File: src/rtl/reg_file.sv
// Architectural register file with ROB rename tags.
// Holds one value and one alias per architectural register. Alias 0 means
// "not renamed"; x0 reads as zero and ignores all writes.
module reg_file #(
    parameter int REG_NUM      = 32,
    parameter int DATA_WIDTH   = 32,
    parameter int ROB_ID_WIDTH = 4
) (
    input  logic                    clk,
    input  logic                    rst,
    input  logic                    rdy,
    input  logic                    rollback_signal,
    input  logic                    res_rdy_from_rob,
    input  logic [4:0]              regidx_from_rob,
    input  logic [DATA_WIDTH-1:0]   res_from_rob,
    input  logic [ROB_ID_WIDTH-1:0] alias_from_rob,
    input  logic                    rename_ena_from_dsp,
    input  logic [4:0]              rename_rd_from_dsp,
    input  logic [ROB_ID_WIDTH-1:0] rename_id_from_dsp,
    input  logic [4:0]              rs1_from_dsp,
    input  logic [4:0]              rs2_from_dsp,
    output logic [DATA_WIDTH-1:0]   Vi_2dsp,
    output logic [ROB_ID_WIDTH-1:0] Qi_2dsp,
    output logic [DATA_WIDTH-1:0]   Vj_2dsp,
    output logic [ROB_ID_WIDTH-1:0] Qj_2dsp
);

    logic [DATA_WIDTH-1:0]   r_val [REG_NUM];
    logic [ROB_ID_WIDTH-1:0] r_tag [REG_NUM];

    logic w_commit;
    logic w_rename;

    // Commit proceeds on rdy or during a rollback; rename only on a clean rdy cycle.
    assign w_commit = (rdy || rollback_signal) && res_rdy_from_rob &&
                      (regidx_from_rob != '0);
    assign w_rename = rdy && !rollback_signal && rename_ena_from_dsp &&
                      (rename_rd_from_dsp != '0);

    // A committing result is forwarded when its alias still owns the register.
    function automatic logic bypass_hit(input logic [4:0] idx);
        return res_rdy_from_rob && (regidx_from_rob == idx) &&
               (r_tag[idx] == alias_from_rob);
    endfunction

    // State update: rollback clears tags, commit writes value and retires a
    // matching tag, rename is issued last so it wins over a same-register commit.
    always_ff @(posedge clk or negedge rst) begin
        if (!rst) begin
            for (int unsigned i = 0; i < REG_NUM; i++) begin
                r_val[i] <= '0;
                r_tag[i] <= '0;
            end
        end else begin
            if (rollback_signal) begin
                for (int unsigned i = 0; i < REG_NUM; i++) begin
                    r_tag[i] <= '0;
                end
            end
            if (w_commit) begin
                r_val[regidx_from_rob] <= res_from_rob;
                if (!rollback_signal && (r_tag[regidx_from_rob] == alias_from_rob)) begin
                    r_tag[regidx_from_rob] <= '0;
                end
            end
            if (w_rename) begin
                r_tag[rename_rd_from_dsp] <= rename_id_from_dsp;
            end
        end
    end

    // Source 1 query: pre-rename mapping plus commit bypass, forced to 0 in reset.
    always_comb begin
        Vi_2dsp = '0;
        Qi_2dsp = '0;
        if (rst && (rs1_from_dsp != '0)) begin
            if (bypass_hit(rs1_from_dsp)) begin
                Vi_2dsp = res_from_rob;
            end else begin
                Vi_2dsp = r_val[rs1_from_dsp];
                Qi_2dsp = r_tag[rs1_from_dsp];
            end
        end
    end

    // Source 2 query: same rules as source 1.
    always_comb begin
        Vj_2dsp = '0;
        Qj_2dsp = '0;
        if (rst && (rs2_from_dsp != '0)) begin
            if (bypass_hit(rs2_from_dsp)) begin
                Vj_2dsp = res_from_rob;
            end else begin
                Vj_2dsp = r_val[rs2_from_dsp];
                Qj_2dsp = r_tag[rs2_from_dsp];
            end
        end
    end

endmodule

File: config.mk
export PLATFORM = sky130hd
export DESIGN_NAME = reg_file
export DESIGN_NICKNAME = d
export VERILOG_FILES = /design/src/rtl/reg_file.sv
export SDC_FILE = /design/constraint.sdc
export NUM_CORES = 2
export LEC_CHECK = 0
export CAP_MARGIN = 20
export CORE_ASPECT_RATIO = 1.4
export CORE_UTILIZATION = 45
export CTS_BUF_LIST = sky130_fd_sc_hd__clkbuf_16
export DETAILED_ROUTE_END_ITERATION = 10
export SLEW_MARGIN = 20
export SYNTH_ARGS = -nofsm -noshare
export SYNTH_HDL_FRONTEND = slang
export SYNTH_SLANG_ARGS = --single-unit
export TNS_END_PERCENT = 30
File: constraint.sdc
create_clock -name clk -period 7.7 [get_ports clk]
set_input_delay 1.925 -clock clk [delete_from_list [all_inputs] [get_ports clk]]
set_output_delay 1.925 -clock clk [all_outputs]
set_load 0.01 [all_outputs]
**After elaboration in Yosys (flattened, before gate mapping)**

Index checks and enable logic that the tools add are counted.

- Word-level logic and storage cells: 136
- Register bits: 1152
- Input bits: 66
- Output and inout port bits: 72

- Reduce and logical (&&, ||, !) cells: 20
- Mux-type cells: 35
- Bitwise logic cells: 6
- Equal/unequal tests: 5
- Magnitude comparators: 6

Operators with widths:

| operator | count |
|---|---|
| 1024-bit bitwise mux | 1 |
| 128-bit two-way mux | 4 |
| 32-bit binary-select mux with 5-bit select | 2 |
| 32-bit two-way mux | 9 |
| 32-bit demux with 5-bit select | 1 |
| 128-bit bitwise AND | 1 |
| 128-bit bitwise mux | 1 |
| 128-bit NOT | 1 |
| 4-bit binary-select mux with 5-bit select | 3 |
| 4-bit two-way mux | 12 |
| 4-bit demux with 5-bit select | 2 |
| 6-bit greater-or-equal comparator, second input constant | 4 |
| 5-bit NOT with 6-bit output | 4 |
| 5-bit nonzero test | 4 |
| 1-bit logical AND | 14 |
| 4-bit == test | 3 |
| 6-bit by 1-bit < comparator with 1-bit output, second input constant | 2 |
| 5-bit == test | 2 |
| 1-bit zero test | 1 |
| 1-bit logical OR | 1 |

**Depth between registers and ports, before layout**

- Word-level depth: 11
- Depth in mapped cells: 14
- Gate-level depth less buffers: 7

**Worst setup path after synthesis**

No wires, ideal clock.

- Path type: input to output
- Start point: input port rs2_from_dsp[2]
- End point: output port Vj_2dsp[10]
- Data required time: 5775 ps
- Stages: 12
- Data arrival time: 4834 ps
- Slack: 941 ps
- Path buffers: 5
- Path through: buf_2 buf_6 buf_2 mux4_2 mux4_2 mux2i_1 xor2_1 o211ai_1 or3_1 buf_2 buf_6 a211oi_1

- Cells in the longest elaborated chain, start to end: 8
- Elaborated cells between the ends (all ways): 15
- Classes of those cells: 2 x eq/ne; 8 x mux; 1 x bitwise; 4 x reduce/logical

RTL lines:

| what | line | text |
|---|---|---|
| start: declaration | 21 | `input logic [4:0] rs2_from_dsp,` |
| 5-bit NOT with 6-bit output (implied by the code) | 43, 94 |  |
| 4-bit binary-select mux with 5-bit select | 43 | `(r_tag[idx] == alias_from_rob);` |
| 4-bit two-way mux (implied by the code) (2 in a row) | 43 |  |
| 4-bit == test | 43 |  |
| 1-bit logical AND | 42 | `return res_rdy_from_rob && (regidx_from_rob == idx) &&` |
| 32-bit two-way mux | 91 | `if (bypass_hit(rs2_from_dsp)) begin` |
| 32-bit two-way mux * | 90 | `if (rst && (rs2_from_dsp != '0)) begin` |
| end: declaration | 24 | `output logic [DATA_WIDTH-1:0] Vj_2dsp,` |

Every way passes the cells marked *; elsewhere a longest branch is shown, timed or not. The select of a mux whose other input is x is not followed.

**Worst setup path after layout**

- Start point: input port rs2_from_dsp[2]
- End point: output port Vj_2dsp[1]

Same word-level chain as after synthesis.

==> results.py <==
metrics = {
    "layout": {
        "nets": 4296,
        "layout.cells.non_filler": 6225,
        "drive_gt1_share_pct": 49.1,
        "area_growth_pct": 11.7,
        "design_area_sq_um": 71300,
    },
    "place": {
        "place.gp.congestion": 0.970,
        "dpl.hpwl_um": 122000,
        "dp.cells": 6010,
        "port_buffers": 137,
        "dp_slack_ns": 0.105,
        "dpl-instance-area_sq_um": 67600,
    },
    "clock_network": {
        "root_buffer": "clkbuf_16",
        "cts-htree-levels": 3,
        "clock_latency_ns": 0.75,
        "cts_buffers": 115,
        "clk_pin_slew_ns": 0.06,
        "postCtsHoldBufs": 0,
        "postCtsSetupBuffers": 0,
        "clk_path_buf_depth": 3,
        "cts_sinks": 1152,
        "cts_tree": "yes",
        "ctsResizeCount": 0,
    },
    "routing": {
        "drc_errors": 0,
        "drt_iter0_drc": 4063,
        "wl_um": 207000,
        "first_pass_iters": 6,
        "drt-vias-per-instance": 6.63,
        "via_count": 41200,
        "drt-wirelength-per-cell_um": 33.3,
        "ant_nets": 0,
    },
    "power": {
        "power_density_nw_per_um2": 233,
        "clockPowerShare_pct": 34.5,
        "internal_power_mw": 12.1,
        "p_total_mw": 16.6,
        "p_switching_mw": 4.46,
        "p_leak_nw": 29.6,
        "switching_share_pct": 26.9,
        "power_frac_seq_pct": 45.8,
        "combinationalPowerShare_pct": 19.8,
        "peakVddDrop_mv": 0.189,
    },
    "synthesis": {
        "syn_area_per_cell_sq_um": 14.9,
        "synth_top_area_share_pct": 45.1,
        "syn_area_sq_um": 63900,
        "synthTopCellsByCount": "1152 x dfrtp_1, 992 x mux2_2, 728 x mux4_2",
        "ys_types": 45,
        "synth.net_count": 4353,
        "synthFlopType": "dfrtp_1",
        "yosys-top-cells-area": "dfrtp_1 45%, mux4_2 26%, mux2_2 17%",
        "synth-warning-count": 0,
        "synth_seq_cells": 1152,
        "synth.yosys.seq_area_share_pct": 45.1,
        "synthCells": 4287,
        "async_reset_ff_share_pct": 100,
        "yosysMostFrequentCell": "dfrtp_1",
        "synth_top_area_cell": "dfrtp_1",
        "synth-edff-count": 0,
    },
    "floorplan": {
        "die_area_sq_um": 143000,
        "die_x_um": 320,
        "start_util_pct": 45.3,
        "num_rows": 163,
        "ios": 138,
        "die_y_um": 448,
        "core_sq_um": 141000,
    },
    "sta": {
        "hold_viol_final": 0,
        "max_freq_mhz": 132,
        "relSlewSlack_pct": 23.4,
        "rsz0062_at_grt": "no",
        "slew_violations": 0,
        "worst_pin_slew_ns": 1.15,
        "skew_ns": 0.0220,
        "setup_violations": 0,
        "period_needed_ns": 7.58,
        "fin_crit_sh_pct": 98.5,
        "worst_slack_ns": 0.116,
        "fin_tns_setup_ns": 0,
    },
    "worst_setup_path": {
        "critPathKind": "in2out",
        "worstSetupEndpointType": "output pin",
        "rrSetupSlack_ns": 4.58,
        "crit_required_ns": 5.78,
        "r2r-end": "r_tag[54]",
        "path_max_fanout": 26,
        "r2r_start": "r_tag[39]",
        "cp-start-kind": "input pin",
        "cp_data_arrival_time_ns": 5.66,
        "reg2regPathDepth": 8,
    },
    "worst_hold_path": {
        "min_delay_path_depth": 0,
        "hold_start": "r_val[1006]",
        "hold_end": "r_val[1006]",
        "hold_class": "reg2reg",
    },
    "grt": {
        "antenna_found_initial": 5,
        "grt_pass1_vias": 42700,
        "grt.overflow.total": 0,
        "grt_usage_pct": 29.5,
        "grt_pass1_wl_um": 306000,
        "grt_max_degree": 135,
    },
    "flow_run": {
        "maxCapViolations": 0,
    },
    "status": {
        "run_status": "finished clean",
    },
}
per-layer routing:
metal | up-vias | share of wire [%] | global-route usage [%]
met5 | - | 0.018 | 0
met4 | 6 | 4.5 | 13.0
met3 | 449 | 6.2 | 4.49
met2 | 1666 | 50 | 48.6
met1 | 22600 | 40 | 38.7
li1 | 16500 | - | -
registers in the layout, summed over array words and instances (netlist names):
name,flops
r_val,1024
r_tag,128
worst max path at each step:
stage                          startpoint     endpoint
after floorplan           rs2_from_dsp[2]  Vj_2dsp[10]
after global placement    rs2_from_dsp[2]   Vj_2dsp[1]
after detailed placement  rs1_from_dsp[0]  Vi_2dsp[16]
after CTS                 rs1_from_dsp[0]  Vi_2dsp[16]
after global routing      rs1_from_dsp[0]  Vi_2dsp[16]
final                     rs2_from_dsp[2]   Vj_2dsp[1]
per-stage QoR:
stage	util, %	hold slack (ns)
after global placement	47.8	0.376
after floorplan	-	0.441
after CTS	50.6	0.397
final	50.6	0.396
after global routing	50.6	0.411
after detailed placement	48.0	0.384
logic make-up after synthesis:
kind of cell	Yosys count	share of synthesized area, %
compound gates	206	2.63
xor+xnor	20	0.274
buf+inv	610	3.79
flops	1152	45.1
mux	1815	44.7
simple gates	484	3.50
final cells by class:
type / count / area [sq um]
fillers: 11800 / 69600
multi-input cells: 2525 / 32900
flip-flops and latches: 1152 / 28800
repair buffers: 309 / 3000
clock buffers: 118 / 2950
well taps: 1897 / 2370
clock inverters: 96 / 796
inverters: 127 / 483
diodes: 1 / 2.50
worst max-delay path, stage by stage:
cell	delay, ns
buf_8	0.21
mux4_2	0.53
mux4_2	0.54
mux2i_2	0.22
xor2_1	0.19
o211ai_1	0.21
or3_2	0.51
buf_12	0.20
a211oi_1	0.30
buf_4	0.20
clkdlybuf4s50_1	0.56
power groups by stage:
stage               Sequential (mW)  Clock (mW)  Combinational, mW
floorplan                      7.47           0               2.40
global placement               7.62           0               3.25
detailed placement             7.69           0               3.29
CTS                            7.58        5.83               3.30
global route                   7.72        6.05               3.48
finish                         7.60        5.72               3.28
cells in the final DEF, fill, tap and decap left out, drive strengths merged, types with 13 or more instances in the layout:
master	synthesis	routed
mux2	992	992
o41ai	125	125
inv	127	155
dfrtp	1152	1152
o22ai	19	19
nand2	174	174
mux2i	95	95
a211oi	32	32
bufinv	0	13
mux4	728	728
clkbuf	394	118
clkinv	0	51
clkdlybuf4s50	0	117
or3	42	42
nor3	31	31
nor2	137	137
nor4	40	40
buf	89	192
No activity file was read; power rests on OpenSTA's default activity.
